### src/rtl/ahb_errslave.sv
// AHB-Lite default/error slave for unmapped address regions.
// Answers each transfer with optional wait states then ERROR or OKAY, and logs the first fault.
module ahb_errslave #(
  parameter int unsigned ADDR_W      = 32,
  parameter int unsigned CNT_W       = 8,
  parameter int unsigned WAIT_CYCLES = 0,
  parameter int unsigned RESP_MODE   = 1,
  parameter int unsigned IRQ_EN      = 1
) (
  input  logic              hclk,
  input  logic              hresetn,
  input  logic              hsel,
  input  logic [ADDR_W-1:0] haddr,
  input  logic [1:0]        htrans,
  input  logic              hwrite,
  input  logic [2:0]        hsize,
  input  logic              hready,
  output logic [31:0]       hrdata,
  output logic              hreadyout,
  output logic              hresp,
  output logic              err_valid,
  output logic [ADDR_W-1:0] err_addr,
  output logic              err_write,
  output logic [2:0]        err_size,
  output logic [CNT_W-1:0]  err_count,
  input  logic              err_clr,
  output logic              irq
);

  localparam int unsigned WCW = (WAIT_CYCLES != 0) ? $clog2(WAIT_CYCLES + 1) : 1;
  localparam logic [WCW-1:0] WLOAD = (WAIT_CYCLES != 0) ? WCW'(WAIT_CYCLES - 1) : '0;
  localparam logic [CNT_W-1:0] CNT_MAX = '1;

  typedef enum logic [1:0] {
    S_IDLE = 2'd0,
    S_WAIT = 2'd1,
    S_ERR1 = 2'd2,
    S_ERR2 = 2'd3
  } state_t;

  state_t         state_q, state_d;
  logic [WCW-1:0] wcnt_q, wcnt_d;
  logic           hreadyout_d, hresp_d;
  logic           req_c;
  logic           unused_c;

  assign req_c    = hsel & htrans[1] & hready;
  assign unused_c = htrans[0];
  assign hrdata   = '0;

  // State, wait counter and registered response decode
  always_ff @(posedge hclk or negedge hresetn) begin
    if (!hresetn) begin
      state_q   <= S_IDLE;
      wcnt_q    <= '0;
      hreadyout <= 1'b1;
      hresp     <= 1'b0;
    end else begin
      state_q   <= state_d;
      wcnt_q    <= wcnt_d;
      hreadyout <= hreadyout_d;
      hresp     <= hresp_d;
    end
  end

  // Next state; IDLE and ERR2 both accept a new transfer
  always_comb begin
    state_d     = state_q;
    wcnt_d      = wcnt_q;
    hreadyout_d = 1'b1;
    hresp_d     = 1'b0;
    case (state_q)
      S_IDLE, S_ERR2: begin
        state_d = S_IDLE;
        if (req_c) begin
          if (WAIT_CYCLES != 0) begin
            state_d = S_WAIT;
            wcnt_d  = WLOAD;
          end else if (RESP_MODE != 0) begin
            state_d = S_ERR1;
          end
        end
      end
      S_WAIT: begin
        if (wcnt_q == '0) begin
          state_d = (RESP_MODE != 0) ? S_ERR1 : S_IDLE;
        end else begin
          wcnt_d = wcnt_q - WCW'(1);
        end
      end
      S_ERR1: state_d = S_ERR2;
      default: state_d = S_IDLE;
    endcase
    case (state_d)
      S_WAIT: begin
        hreadyout_d = 1'b0;
        hresp_d     = 1'b0;
      end
      S_ERR1: begin
        hreadyout_d = 1'b0;
        hresp_d     = 1'b1;
      end
      S_ERR2: begin
        hreadyout_d = 1'b1;
        hresp_d     = 1'b1;
      end
      default: begin
        hreadyout_d = 1'b1;
        hresp_d     = 1'b0;
      end
    endcase
  end

  // Fault log: first-fault capture, saturating count; a req beats a coincident clear
  always_ff @(posedge hclk or negedge hresetn) begin
    if (!hresetn) begin
      err_valid <= 1'b0;
      err_addr  <= '0;
      err_write <= 1'b0;
      err_size  <= '0;
      err_count <= '0;
      irq       <= 1'b0;
    end else begin
      if (req_c) begin
        if (!err_valid || err_clr) begin
          err_addr  <= haddr;
          err_write <= hwrite;
          err_size  <= hsize;
        end
        err_valid <= 1'b1;
        if (err_clr) begin
          err_count <= CNT_W'(1);
        end else if (err_count != CNT_MAX) begin
          err_count <= err_count + CNT_W'(1);
        end
      end else if (err_clr) begin
        err_valid <= 1'b0;
        err_count <= '0;
      end
      irq <= (IRQ_EN != 0) & (req_c | (err_valid & ~err_clr));
    end
  end

endmodule

### config.mk
export PLATFORM = sky130hd
export DESIGN_NAME = ahb_errslave
export DESIGN_NICKNAME = d
export VERILOG_FILES = /design/src/rtl/ahb_errslave.sv
export SDC_FILE = /design/constraint.sdc
export NUM_CORES = 1
export LEC_CHECK = 0
export CAP_MARGIN = 40
export CORE_UTILIZATION = 35
export DETAILED_ROUTE_END_ITERATION = 12
export PLACE_DENSITY_LB_ADDON = 0.15
export SETUP_SLACK_MARGIN = 0.15
export SYNTH_ARGS = -nofsm -noshare
export SYNTH_HDL_FRONTEND = slang
export SYNTH_SLANG_ARGS = --single-unit
### constraint.sdc
create_clock -name hclk -period 1.3 [get_ports hclk]
set_input_delay 0.26 -clock hclk [delete_from_list [all_inputs] [get_ports hclk]]
set_output_delay 0.26 -clock hclk [all_outputs]
set_load 0.01 [all_outputs]
==> summary.txt, run 1 <==
RSZ-0062 raised after global routing: true
Setup crit end kind: flip-flop
Clk network pwr share: 25.6%
Post-Synth Simple-Gate Area: 5.407%
Minimum hold slack: 0.4653 ns
Combinational Power Share: 30.6%
Fin crit period: 1.469 ns
H-tree depth: 2
Leading post-synthesis cells by cell area: dfrtp_1, mux2_2, buf_4, mux2_1, nand2_1
EDFF count, synth: 0
Nets: 351
First-pass DRT Iterations: 4
Multiplexer area fraction after synthesis: 18.51%
Core area: 6061 sq um
Clock Sinks: 49
Min-delay worst type: in -> async
Post-Synth Adder-Cell Area: 1.115%
Most common flop cell mapped by yosys: dfrtp_1
Vias in the first global route: 1587
Top cell type's share of synthesized area: 53.51%
Buffers on Ports: 89
Largest family of logic cells by synthesized area: multiplexers
Post-synth ARST share: 100.0%
Largest net degree at the start of global routing: 50
Violated checks: setup timing
Slew Limit Fails: 0
Initial drt markers: 68
Hold Vio Cnt, Final: 0
Synth-to-Final Area Change: 69.12%
Synth warn: 0
Final Setup Violations: 45
Maximum VDD drop: 514.3 uV
Total overflow reported by the global router: 0
Effective utilization at floorplan: 37.04%
Die footprint: 6738 sq um
Drt drc: 0
Post-synth top area cell: dfrtp_1
Tot Pwr: 4.488 mW
Clock latency on the worst-skew pair: 0.30 ns
ANT cells: 0
Share of cells above drive strength 1: 53.75%
CP required: 1.49 ns
Post-synth top cells: dfrtp_1, buf_4, mux2_2
Switching share of total power: 27.26%
Skew final: 0.006553 ns
Critical path's slowest cell: dfrtp_2
Critical path's largest stage delay: 0.42 ns
Leak: 1.793 nW
Post-route ant nets: 0
Root buffer cell: clkbuf_8
Xor and xnor area share after synthesis: 0.3902%
Total number of vias: 1798
Total GRT Usage: 16.52%
Net switching power figure: 1.224 mW
Sequential element share of the synthesized area: 54.68%
Max cap viols: 0
DP Wirelength: 3454 um
Wire length per cell: 15.79 um
First-pass GRT wire length: 8252 um
Die width: 82.09 um
WP data arrival: 1.66 ns
CP Launch Point: err_valid
Reg2reg start: err_valid
Cell Chain, Critical Path: buf_6 > a21oi_4 > buf_6 > clkbuf_16 > mux2_4
Synthesis-stage register bit count: 49
P_int: 3.265 mW
Clk buf depth: 2
CTS Buf Count: 5
Seq pwr share: 43.9%
I/O pin count: 123
Initial antenna violation count: 0
Worst-path clk slew: 0.09 ns
Mapped Cells: 169
Path depth of the worst reg2reg path: 5
Worst Setup Start Kind: flip-flop
Max Clk Rate: 0.6810 GHz
DR vias/cell: 4.707
Status: finished with violations
CTS tree: yes
Fin crit share: 113.0%
Mapped Area: 2245 sq um
Crit-path max FO: 5
Syn Area/Cell: 13.28 sq um
Pwr dens: 1182 nW/um^2
GPL Wtd Cong: 0.8512
Worst reg-to-reg setup slack: -0.17 ns
RR Endpoint: err_addr[0]
Synth cell types: 35
FP Rows: 28
CP dominant cell by count: buf_6
Die Height: 82.09 um
Most frequent cell after synthesis: dfrtp_1
Wirelength, routed: 6033 um
Compound-Gate Fraction of Synth Area: 6.968%
Crit path kind: reg -> reg
Final setup margin: -0.1685 ns
[registers in the layout, indices dropped and copies added (netlist names)]
name       cells
state_q        1
err_count      8
irq            1
err_write      1
hreadyout      1
err_addr      32
err_size       3
err_valid      1
hresp          1
[stage by stage]
stage | utilization (%) | instances | cell area, sq um | setup slack [ns] | TNS, ns
floorplan | - | 200 | 2431 | -0.03226 | -0.9263
global placement | 53.92 | 342 | 3268 | -0.4812 | -19.10
detailed placement | 53.92 | 342 | 3268 | -0.5019 | -20.03
CTS | 58.18 | 375 | 3526 | -0.1460 | -4.425
global route | 62.63 | 382 | 3796 | -0.1953 | -6.973
finish | 62.63 | 382 | 3796 | -0.1685 | -5.493
[critical path, delay by kind of cell, from the launching register on]
| kind | cells | cell delay, ns |
|---|---|---|
| multiplexers | 1 | 0.30 |
| buffers and inverters | 3 | 0.44 |
| flip-flops | 1 | 0.42 |
| AO/OA/AOI/OAI | 1 | 0.20 |
[worst max-delay path by stage]
stage / to / depth (start not counted)
floorplan: err_addr[21] / 3
global placement: err_addr[0] / 5
detailed placement: err_addr[11] / 5
CTS: err_addr[11] / 5
global route: err_addr[29] / 5
finish: err_addr[0] / 5
[area by class of cell]
type                    instances  area, sq um
clock buffers                   6        82.58
clock inverters                 2        37.54
fillers                       496         2265
inverters                       5        21.27
multi-input cells             110         1104
flip-flops and latches         49         1235
well taps                      75        93.84
repair buffers                135         1222
[power by group through the flow]
stage	clock, mW	combinational [mW]	sequential, mW
6_report	1.15	1.37	1.97
3_5_place_dp	0	1.36	2.00
3_3_place_gp	0	1.34	1.99
4_1_cts	1.17	1.24	1.96
5_1_grt	1.24	1.49	2.00
2_1_floorplan	0	0.470	2.14
[routing by layer]
metal	global-route usage (%)	vias to the layer above	part of all wire, %
li1	-	806	-
met1	23.34	894	45
met4	5.263	0	1.5
met2	24.46	87	45
met5	0	-	0
met3	4.333	11	7.8
[timing repair]
item / CTS / global route
pin swaps: 8 / 3
hold buffers: 1 / 0
gates resized for setup: 229 / 42
setup buffers: 23 / 3
endpoints found under the setup margin: 92 / 53
hold endpoints to repair: 48 / 0
gates cloned: 1 / 4
[cells in the final DEF, fill, tap and decap left out, types with 2 or more instances in the layout]
cell,count
a2111oi_4,2
a211oi_2,2
a21o_1,2
buf_12,3
buf_2,40
buf_4,20
buf_6,27
clkbuf_16,3
clkbuf_8,6
clkdlybuf4s50_1,36
conb_1,32
dfrtp_1,42
dfrtp_2,6
dlygate4sd2_1,4
inv_1,4
mux2_4,36
nand2_1,6
nand4_1,2
[kinds of logic (layout without fill, tap and decap cells)]
kind of cell	count (synthesis)	after routing
flip-flops	49	49
buffers and inverters	41	148
multiplexers	37	37
AND/OR/NAND/NOR	20	20
AO/OA/AOI/OAI	18	18
adder cells (fa/ha/maj)	2	2
other	1	32
XOR/XNOR	1	1
Power figures use the tool's default switching activity.
==> inputs of run 2 (changes only) <==
Settings changed: GPL_TIMING_DRIVEN set to 0, SKIP_CTS_REPAIR_TIMING set to 1.
==> summary.txt, run 2 (same netlist as run 1, synthesis figures left out) <==
Drt drc: 0
I/O pin count: 123
Crit path kind: reg -> reg
WP data arrival: 1.63 ns
Die Height: 82.09 um
Max FFs per register: 32
Top Registers: err_addr x32, err_count x8, err_size x3
Post-route ant nets: 0
Max Clk Rate: 0.7095 GHz
Clk buf depth: 2
Clk network pwr share: 20.4%
Combinational Power Share: 34.9%
Final setup margin: -0.1094 ns
Min-Delay Path Depth: 2
GPL Wtd Cong: 0.8104
Core area: 6061 sq um
Buffers on Ports: 88
Worst-path clk slew: 0.09 ns
Slew Limit Fails: 0
Worst reg-to-reg setup slack: -0.11 ns
Cell Chain, Critical Path: buf_4 > nand2_4 > or4_4 > a211oi_2
DR vias/cell: 4.440
Nets: 387
Total overflow reported by the global router: 0
Status: finished with violations
Switching share of total power: 28.27%
Skew final: 0.006791 ns
Violated checks: setup timing
Worst slack at placement: -0.7039 ns
Wire length per cell: 14.65 um
Clock Sinks: 49
Top reg by flops: err_addr
RSZ-0062 raised after global routing: true
Area after DPL: 3421 sq um
Max cap viols: 0
Min-delay worst type: in -> reg
First-pass GRT wire length: 7176 um
Worst-Margin Slew: 0.5107 ns
DP Wirelength: 3546 um
ANT cells: 0
Total GRT Usage: 14.38%
TNS Setup: -1.041 ns
FP Rows: 28
Largest net degree at the start of global routing: 29
Maximum VDD drop: 609.7 uV
Crit-path max FO: 4
CTS tree: yes
Fin crit share: 108.4%
Effective utilization at floorplan: 37.04%
Synth-to-Final Area Change: 83.84%
Root buffer cell: clkbuf_8
Initial antenna violation count: 0
Leak: 2.135 nW
Wirelength, routed: 6123 um
Seq pwr share: 44.7%
Inst Count DP: 364
P_int: 3.181 mW
Share of cells above drive strength 1: 55.10%
Die width: 82.09 um
Hold Vio Cnt, Final: 0
Path depth of the worst reg2reg path: 4
Worst Setup Start Kind: flip-flop
Critical path's largest stage delay: 0.49 ns
Post-layout instance area: 4126 sq um
CP required: 1.52 ns
Setup crit end kind: flip-flop
Max-slew headroom: 65.95%
Initial drt markers: 40
H-tree depth: 2
Commonest non-fill, non-tap cell in the layout: buf_4
Net switching power figure: 1.253 mW
CTS Buf Count: 5
Final Util: 68.08%
Final Setup Violations: 38
Most frequent cells in the layout: buf_4, dfrtp_1, mux2_4, clkdlybuf4s50_1, conb_1
Pwr dens: 1075 nW/um^2
Total number of vias: 1856
Die footprint: 6738 sq um
Clock latency on the worst-skew pair: 0.30 ns
Fin crit period: 1.409 ns
Layout Cells excl Fill: 418
Critical path's slowest cell: or4_4
Vias in the first global route: 1431
First-pass DRT Iterations: 4
run 2: cell count changes in the layout (fill, tap and decap cells not counted), moves of 3 or more:
| cell | previous run | this run |
|---|---|---|
| dlymetal6s2s_1 | 0 | 18 |
| clkbuf_2 | 0 | 25 |
| buf_6 | 27 | 18 |
| buf_4 | 20 | 62 |
| buf_2 | 40 | 2 |
| buf_8 | 0 | 3 |
| dlygate4sd2_1 | 4 | 0 |
run 2: area by class of cell:
cell class / count / area, sq um
timing repair buffer: 134 / 1252
clock buffer: 6 / 72.57
tap: 75 / 93.84
inverter: 5 / 21.27
buffer: 36 / 301.5
multi-input combinational: 111 / 1135
fill: 448 / 1934
clock inverter: 2 / 13.76
sequential: 49 / 1236
run 2: final timing paths:
check | start | endpoint
max reg2reg | err_count[1] | err_count[7]
min in group asynchronous | hresetn | err_addr[4]
min reg2reg | err_write | err_write
min | err_clr | err_count[5]
max | err_count[1] | err_count[7]
max in group asynchronous | hresetn | err_valid
run 2: metal layers:
metal / global-route usage, % / share of wire [%] / wire length [um] / up-vias
met3: 4.778 / 7.2 / 439 / 5
met1: 19.57 / 45 / 2784 / 886
met2: 21.82 / 47 / 2868 / 81
met4: 3.684 / 0.49 / 30 / 0
li1: - / - / - / 884
met5: 0 / 0 / 0 / -
run 2: critical path, delay by kind of cell (launching register included):
family	cells	cell delay, ns
compound gates	1	0.19
buf+inv	1	0.14
flops	1	0.42
simple gates	2	0.57
run 2: per-stage QoR:
step,hold WS [ns],power [mW]
finish,0.1714,4.434
global route,0.1666,4.684
CTS,-0.07319,4.306
detailed placement,0.2631,3.405
global placement,0.4666,3.378
floorplan,-0.03559,2.610
run 2: power by group through the flow:
stage               combinational (mW)  clock, mW  sequential [mW]
finish                            1.55      0.902             1.98
detailed placement                1.40          0             2.00
CTS                               1.41      0.929             1.97
floorplan                        0.470          0             2.14
global route                      1.67      0.998             2.01
global placement                  1.39          0             1.99
